`src/rtl/seg7_sched_if.sv`:
```
// ---------------------------------------------------------------------------
// seg7_sched_if
//  Bundles the requester side and display side of seg7_display_sched.
//  master : requester / board side (drives background and message inputs)
//  slave  : the display scheduler itself
//  Signals:
//   bg_en, bg_data[15:0]      background source (level request + digits)
//   msg_valid, msg_data[15:0] message request, accepted when msg_ready=1
//   msg_ready                 message can be accepted this cycle
//   msg_clear                 terminate the current message early
//   active_src[1:0]           00 none, 01 background, 10 message
//   seg[6:0], an[3:0]         active-low segments {g..a} and anodes
// ---------------------------------------------------------------------------
interface seg7_sched_if;
   logic        bg_en;
   logic [15:0] bg_data;
   logic        msg_valid;
   logic [15:0] msg_data;
   logic        msg_ready;
   logic        msg_clear;
   logic [1:0]  active_src;
   logic [6:0]  seg;
   logic [3:0]  an;

   modport master (
      output bg_en, bg_data, msg_valid, msg_data, msg_clear,
      input  msg_ready, active_src, seg, an
   );

   modport slave (
      input  bg_en, bg_data, msg_valid, msg_data, msg_clear,
      output msg_ready, active_src, seg, an
   );
endinterface

```
`src/rtl/seg7_display_sched.sv`:
```
// ---------------------------------------------------------------------------
// seg7_display_sched
//  Time-multiplexed 4-digit 7-segment controller shared between a continuous
//  background source and a valid/ready message source that owns the display
//  for HOLD_CYCLES clocks (or until msg_clear). Content is latched only at
//  frame boundaries so a digit scan never mixes two sources.
//  Ports:
//   clk    in  system clock
//   reset  in  asynchronous, active-high reset
//   bus    seg7_sched_if.slave (requests in, msg_ready/active_src/seg/an out)
//  Parameters:
//   REFRESH_DIV  clk cycles per digit dwell (>=2)
//   HOLD_CYCLES  clk cycles a message owns the display (>=1)
//   LZ_SUPPRESS  1: blank leading zero digits of background frames
// ---------------------------------------------------------------------------
module seg7_display_sched #(
   parameter int REFRESH_DIV = 100_000,
   parameter int HOLD_CYCLES = 200_000_000,
   parameter bit LZ_SUPPRESS = 1'b1
) (
   input  logic         clk,
   input  logic         reset,
   seg7_sched_if.slave  bus
);

   localparam int PW = (REFRESH_DIV > 1) ? $clog2(REFRESH_DIV) : 1;
   localparam int HW = (HOLD_CYCLES > 1) ? $clog2(HOLD_CYCLES) : 1;
   localparam logic [PW-1:0] PRESC_LAST = PW'(REFRESH_DIV - 1);
   localparam logic [HW-1:0] HOLD_LOAD  = HW'(HOLD_CYCLES - 1);

   // Encoding doubles as the active_src code.
   typedef enum logic [1:0] {
      S_NONE = 2'b00,
      S_BG   = 2'b01,
      S_MSG  = 2'b10
   } state_t;

   state_t          r_state;
   state_t          w_next;
   logic            r_msg_ready;
   logic [HW-1:0]   r_hold_cnt;
   logic [15:0]     r_msg_reg;
   logic            w_accept;
   logic            w_hold_done;

   logic [PW-1:0]   r_presc;
   logic [1:0]      r_idx;
   logic            w_tick;

   logic [15:0]     r_frame_data;
   logic            r_frame_blank;
   logic            r_frame_bg;

   logic [3:0]      w_nib;
   logic [3:0]      w_zero_from;
   logic            w_suppress;
   logic [6:0]      r_seg;
   logic [3:0]      r_an;

   // -------------------------------------------------------------------
   // hex nibble -> active-low {g,f,e,d,c,b,a}
   // -------------------------------------------------------------------
   function automatic logic [6:0] hexdec(input logic [3:0] n);
      logic [6:0] s;
      case (n)
         4'h0:    s = 7'b1000000;
         4'h1:    s = 7'b1111001;
         4'h2:    s = 7'b0100100;
         4'h3:    s = 7'b0110000;
         4'h4:    s = 7'b0011001;
         4'h5:    s = 7'b0010010;
         4'h6:    s = 7'b0000010;
         4'h7:    s = 7'b1111000;
         4'h8:    s = 7'b0000000;
         4'h9:    s = 7'b0010000;
         4'hA:    s = 7'b0001000;
         4'hB:    s = 7'b0000011;
         4'hC:    s = 7'b1000110;
         4'hD:    s = 7'b0100001;
         4'hE:    s = 7'b0000110;
         default: s = 7'b0001110;
      endcase
      return s;
   endfunction

   // -------------------------------------------------------------------
   // Owner FSM
   // -------------------------------------------------------------------
   // msg_ready is only ever high outside S_MSG, so an accept can only
   // happen from S_NONE or S_BG and always wins over bg_en.
   assign w_accept    = bus.msg_valid && r_msg_ready;
   assign w_hold_done = (r_hold_cnt == '0);

   always_comb begin
      w_next = r_state;
      case (r_state)
         S_NONE: begin
            if (w_accept)        w_next = S_MSG;
            else if (bus.bg_en)  w_next = S_BG;
         end
         S_BG: begin
            if (w_accept)        w_next = S_MSG;
            else if (!bus.bg_en) w_next = S_NONE;
         end
         S_MSG: begin
            if (bus.msg_clear || w_hold_done)
               w_next = bus.bg_en ? S_BG : S_NONE;
         end
         default: w_next = S_NONE;
      endcase
   end

   // hold_cnt is loaded with HOLD_CYCLES-1 and the exit fires on the
   // clock where it reads 0, giving exactly HOLD_CYCLES clocks in S_MSG.
   always_ff @(posedge clk or posedge reset) begin
      if (reset) begin
         r_state     <= S_NONE;
         r_msg_ready <= 1'b0;
         r_hold_cnt  <= '0;
         r_msg_reg   <= '0;
      end else begin
         r_state     <= w_next;
         r_msg_ready <= (w_next != S_MSG);
         if (w_accept) begin
            r_msg_reg  <= bus.msg_data;
            r_hold_cnt <= HOLD_LOAD;
         end else if (r_state == S_MSG && !w_hold_done) begin
            r_hold_cnt <= r_hold_cnt - 1'b1;
         end
      end
   end

   assign bus.msg_ready  = r_msg_ready;
   assign bus.active_src = r_state;

   // -------------------------------------------------------------------
   // Digit scan
   // -------------------------------------------------------------------
   assign w_tick = (r_presc == PRESC_LAST);

   always_ff @(posedge clk or posedge reset) begin
      if (reset) begin
         r_presc <= '0;
         r_idx   <= 2'd0;
      end else begin
         r_presc <= w_tick ? '0 : r_presc + 1'b1;
         if (w_tick) r_idx <= r_idx + 2'd1;
      end
   end

   // -------------------------------------------------------------------
   // Frame latch: content only changes as digit 3 hands over to digit 0
   // -------------------------------------------------------------------
   always_ff @(posedge clk or posedge reset) begin
      if (reset) begin
         r_frame_data  <= '0;
         r_frame_blank <= 1'b1;
         r_frame_bg    <= 1'b0;
      end else if (w_tick && r_idx == 2'd3) begin
         case (r_state)
            S_MSG: begin
               r_frame_data  <= r_msg_reg;
               r_frame_blank <= 1'b0;
               r_frame_bg    <= 1'b0;
            end
            S_BG: begin
               r_frame_data  <= bus.bg_data;
               r_frame_blank <= 1'b0;
               r_frame_bg    <= 1'b1;
            end
            default: begin
               r_frame_data  <= '0;
               r_frame_blank <= 1'b1;
               r_frame_bg    <= 1'b0;
            end
         endcase
      end
   end

   // -------------------------------------------------------------------
   // Output stage
   // -------------------------------------------------------------------
   assign w_nib = r_frame_data[{r_idx, 2'b00} +: 4];

   // w_zero_from[i]: digit i and every digit above it are zero.
   always_comb begin
      w_zero_from[3] = (r_frame_data[15:12] == 4'h0);
      for (int i = 2; i >= 0; i--)
         w_zero_from[i] = (r_frame_data[i*4 +: 4] == 4'h0) && w_zero_from[i+1];
   end

   // Digit 0 is never suppressed so a zero reading still shows "0".
   assign w_suppress = LZ_SUPPRESS && r_frame_bg && (r_idx != 2'd0)
                       && w_zero_from[r_idx];

   always_ff @(posedge clk or posedge reset) begin
      if (reset) begin
         r_seg <= 7'h7F;
         r_an  <= 4'hF;
      end else if (r_frame_blank || w_suppress) begin
         r_seg <= 7'h7F;
         r_an  <= 4'hF;
      end else begin
         r_seg <= hexdec(w_nib);
         r_an  <= ~(4'b0001 << r_idx);
      end
   end

   assign bus.seg = r_seg;
   assign bus.an  = r_an;

endmodule
```
`src/flat_wrapper.sv`:
```
// flat-port wrapper written by rule: the top's interface ports become plain ports
module seg7_display_sched_flat 
#(
   parameter int REFRESH_DIV = 100_000,
   parameter int HOLD_CYCLES = 200_000_000,
   parameter bit LZ_SUPPRESS = 1'b1
)
  (clk, reset, bus_bg_en, bus_bg_data, bus_msg_valid, bus_msg_data, bus_msg_clear, bus_msg_ready, bus_active_src, bus_seg, bus_an);
  seg7_sched_if bus_i ();
  input  logic clk;
  input  logic reset;
  input wire logic [$bits(bus_i.bg_en)-1:0] bus_bg_en;
  input wire logic [$bits(bus_i.bg_data)-1:0] bus_bg_data;
  input wire logic [$bits(bus_i.msg_valid)-1:0] bus_msg_valid;
  input wire logic [$bits(bus_i.msg_data)-1:0] bus_msg_data;
  input wire logic [$bits(bus_i.msg_clear)-1:0] bus_msg_clear;
  output wire logic [$bits(bus_i.msg_ready)-1:0] bus_msg_ready;
  output wire logic [$bits(bus_i.active_src)-1:0] bus_active_src;
  output wire logic [$bits(bus_i.seg)-1:0] bus_seg;
  output wire logic [$bits(bus_i.an)-1:0] bus_an;
  assign bus_i.bg_en = bus_bg_en;
  assign bus_i.bg_data = bus_bg_data;
  assign bus_i.msg_valid = bus_msg_valid;
  assign bus_i.msg_data = bus_msg_data;
  assign bus_i.msg_clear = bus_msg_clear;
  assign bus_msg_ready = bus_i.msg_ready;
  assign bus_active_src = bus_i.active_src;
  assign bus_seg = bus_i.seg;
  assign bus_an = bus_i.an;
  seg7_display_sched #(.REFRESH_DIV(REFRESH_DIV), .HOLD_CYCLES(HOLD_CYCLES), .LZ_SUPPRESS(LZ_SUPPRESS)) u_core (.clk(clk), .reset(reset), .bus(bus_i));
endmodule
```
`config.mk`:
```
export PLATFORM = sky130hd
export DESIGN_NAME = seg7_display_sched_flat
export DESIGN_NICKNAME = d
export VERILOG_FILES = /design/src/rtl/seg7_sched_if.sv /design/src/rtl/seg7_display_sched.sv /design/src/flat_wrapper.sv
export SDC_FILE = /design/constraint.sdc
export NUM_CORES = 1
export LEC_CHECK = 0
export BUFFER_PORTS_ARGS = -buffer_cell sky130_fd_sc_hd__buf_2
export CAP_MARGIN = 20
export CORE_MARGIN = 2
export CORE_UTILIZATION = 64
export DETAILED_ROUTE_END_ITERATION = 16
export HOLD_SLACK_MARGIN = 0.02
export PLACE_DENSITY_LB_ADDON = 0.2
export SKIP_CTS_REPAIR_TIMING = 1
export SYNTH_ARGS = -nofsm -noshare
export SYNTH_HDL_FRONTEND = slang
export SYNTH_SLANG_ARGS = --single-unit
```
`constraint.sdc`:
```
create_clock -name clk -period 4 [get_ports clk]
set_input_delay 0.2 -clock clk [delete_from_list [all_inputs] [get_ports clk]]
set_output_delay 0.2 -clock clk [all_outputs]
set_load 0.02 [all_outputs]
```
==> run_results.csv <==
group,metric,value,unit
logic_synthesis,netlist.area_leader.share,41.9,%
flow_run,cap_violations,0,
clock_tree,root_buffer,"clkbuf_8",
grt,grt_first_pass_wirelength,17600,um
detailed_routing,vias,4017,
timing,relSlewSlack,36.3,%
timing,rsz0062_at_grt,"false",
power_and_ir_drop,power_density,407,mW/mm2
timing,fmax,394,MHz
critical_path,crit_fanout,9,
logic_synthesis,seq_area_frac_synth,48.3,%
critical_path,worst-setup-path-type,"flop to flop",
floorplanning,dieArea,0.00846,mm2
worst_hold_path,hold_path.class,"input port to flop",
timing,tightest_slew,0.953,ns
grt,grt-ovfl-total,0,
grt,track_usage,25.9,%
clock_tree,cts_tree,"done",
logic_synthesis,postSynthCellCount,519,
grt,antenna_found_initial,0,
clock_tree,cts_made_buffers,9,
logic_synthesis,syn-num-nets,572,
power_and_ir_drop,p_seq_share,48.1,%
floorplanning,die_x,92.0,um
cells_and_area,stdcell_count,671,
detailed_routing,ant_nets,0,
clock_tree,clk_latency,0.37,ns
grt,grt_max_degree,49,
placed_design,hpwl,7050,um
logic_synthesis,synth_cell_types,61,
timing,fin_tns_setup,0,ns
cells_and_area,top_register,"u_core.r_hold_cnt",
logic_synthesis,syn_area,0.00495,mm2
logic_synthesis,synth-edff-count,0,
logic_synthesis,syn_avg_cell_area,9.54,um2
outcome,run_status,"completed",
detailed_routing,drc_errors,0,
power_and_ir_drop,p_leak,2.39,nW
timing,finalHoldViolations,0,
power_and_ir_drop,power_switching,0.000728,W
cells_and_area,layout.nets,617,
floorplanning,initial_core_util,65.1,%
critical_path,startpoint_type,"flop",
detailed_routing,dr.pass1.iters,5,
floorplanning,ioPinCount,51,
critical_path,required,4.29,ns
detailed_routing,drt-total-wl,10300,um
cells_and_area,largest_reg_flops,28,
power_and_ir_drop,clkPwrFrac,28.4,%
cells_and_area,top_regs,"u_core.r_hold_cnt: 28 flops, u_core.r_presc: 17 flops",
timing,setup_viol,0,
floorplanning,fp-row-count,32,
power_and_ir_drop,ir_drop,439,uV
timing,post-route-period-util,63.5,%
clock_tree,cts_max_level,3,
timing,final.min_clock_period,2.54,ns
cells_and_area,antenna_cells,0,
logic_synthesis,synthTopCellsByArea,"dfrtp_1 42%, nand2_1 8.5%, dfstp_2 6.4%",
clock_tree,cts_buffer_depth,2,
logic_synthesis,synth_largest_area_cell,"dfrtp_1",
floorplanning,core_area,0.00761,mm2
power_and_ir_drop,swShare,32.4,%
logic_synthesis,synthFlopType,"dfrtp_1",
critical_path,worstSetupEndpointType,"flop",
timing,fin_worst_skew,0.0140,ns
detailed_routing,wl_per_cell,15.3,um
detailed_routing,vias_per_cell,5.99,
clock_tree,clkSlewWorstSetupHoldPaths,0.10,ns
power_and_ir_drop,p_int,0.00152,W
cells_and_area,syn2layout_area_growth,11.5,%
grt,grt_pass1_vias,3809,
placed_design,gp_congestion,0.819,
placed_design,port_buffers,50,
cells_and_area,post-route-util,72.6,%
placed_design,dp.cells,651,
cells_and_area,layout-drive-gt1-share,18.8,%
logic_synthesis,yosys_warnings,0,
power_and_ir_drop,comb_power_share,23.5,%
detailed_routing,initialDrtViolationCount,188,
floorplanning,die_y,92.0,um
critical_path,arrival,2.83,ns
logic_synthesis,async_flop_share,100,%
clock_tree,clkSinkCount,95,
logic_synthesis,synth_seq_cells,95,
timing,drv_slew,0,
## cell usage in the layout, fill, tap and decap left out, types with 10 or more instances in the layout
cell and n:
buf_2 50, ha_1 16, inv_1 13, nand2_1 112, nand3_1 19, or3_1 12
nor4_1 10, dfrtp_1 83, dfstp_2 12, nor2_1 24, a22o_1 16, a21oi_1 16
o21ai_0 30
## logic make-up (layout without fill, tap and decap cells)
| logic type | count (synthesis) | count (layout) | synth area share, % |
|---|---|---|---|
| flops | 95 | 95 | 48.3 |
| simple gates | 243 | 243 | 24.9 |
| fa+ha+maj | 16 | 16 | 4.04 |
| mux | 10 | 10 | 3.08 |
| compound gates | 100 | 100 | 13.8 |
| buf+inv | 39 | 89 | 3.08 |
| xor+xnor | 16 | 16 | 2.83 |
## synth_stat cells (3+ instances only)
library cell  instances
a21oi_1              16
a22o_1               16
a31o_2                3
a31oi_1               5
and2_1                9
and3_1                4
and4_1                6
clkbuf_1             21
dfrtp_1              83
dfstp_2              12
ha_1                 16
inv_1                14
mux2i_1               4
mux4_2                4
nand2_1             112
nand2b_1              6
nand3_1              19
nand4_1               6
nor2_1               24
nor3_1                8
nor4_1               10
o211ai_1              3
o21ai_0              30
o21ai_1               3
o31ai_1               6
or3_1                12
or4_1                 8
or4_4                 3
xnor2_1               7
xor2_1                9
## critical path, cell delays in order (launching register included)
cell       delay (ns)
dfrtp_1          0.42
inv_1            0.12
ha_1             0.17
or3b_2           0.57
nor4b_2          0.29
o2111ai_1        0.36
nor3_1           0.31
mux2i_1          0.22
## per-layer routing
layer / vias to the layer above / track usage (%) / routed length, um
met1: 1924 / 36.0 / 4830
met3: 15 / 3.86 / 544
met2: 132 / 40.7 / 4680
met4: 0 / 11.8 / 201
li1: 1946 / - / -
met5: - / 0 / 0
## power by group through the flow
stage	clock [W]	sequential [W]	combinational [W]
finish	0.000638	0.00108	0.000530
global route	0.000680	0.00109	0.000593
CTS	0.000645	0.00108	0.000509
detailed placement	0	0.00110	0.000502
global placement	0	0.00109	0.000493
floorplan	0	0.00110	0.000365
## stage by stage
step	worst slack, ns	instance area [um2]	power (W)	hold WS [ns]
floorplan	1.34	4950	0.00147	0.305
global placement	1.57	5270	0.00159	0.365
detailed placement	1.48	5270	0.00160	0.375
CTS	1.46	5470	0.00224	-0.0217
global route	1.26	5520	0.00236	0.0213
finish	1.46	5520	0.00225	0.0152
## layout make-up
cell class,instances,area (um2)
Clock buffer,10,128
Fill cell,554,2080
Timing Repair Buffer,59,345
Multi-Input combinational cell,385,2410
Inverter,14,53.8
Sequential cell,95,2390
Tap cell,102,128
Clock inverter,6,68.8
## final timing paths
kind                                           from  cells after the start               endpoint  slack [ns]
min reg2reg                     u_core.r_msg_reg[6]                      2    u_core.r_msg_reg[6]        0.49
max                        u_core.bus.active_src[0]                      7  u_core.r_hold_cnt[23]        1.46
max reg2reg                u_core.bus.active_src[0]                      7  u_core.r_hold_cnt[23]        1.46
min                                 bus_msg_data[6]                      3    u_core.r_msg_reg[6]        0.02
min in group asynchronous                     reset                      3        u_core.r_idx[1]        0.50
max in group asynchronous                     reset                      4   u_core.r_hold_cnt[3]        2.62
(Power assumes the default switching activity.)
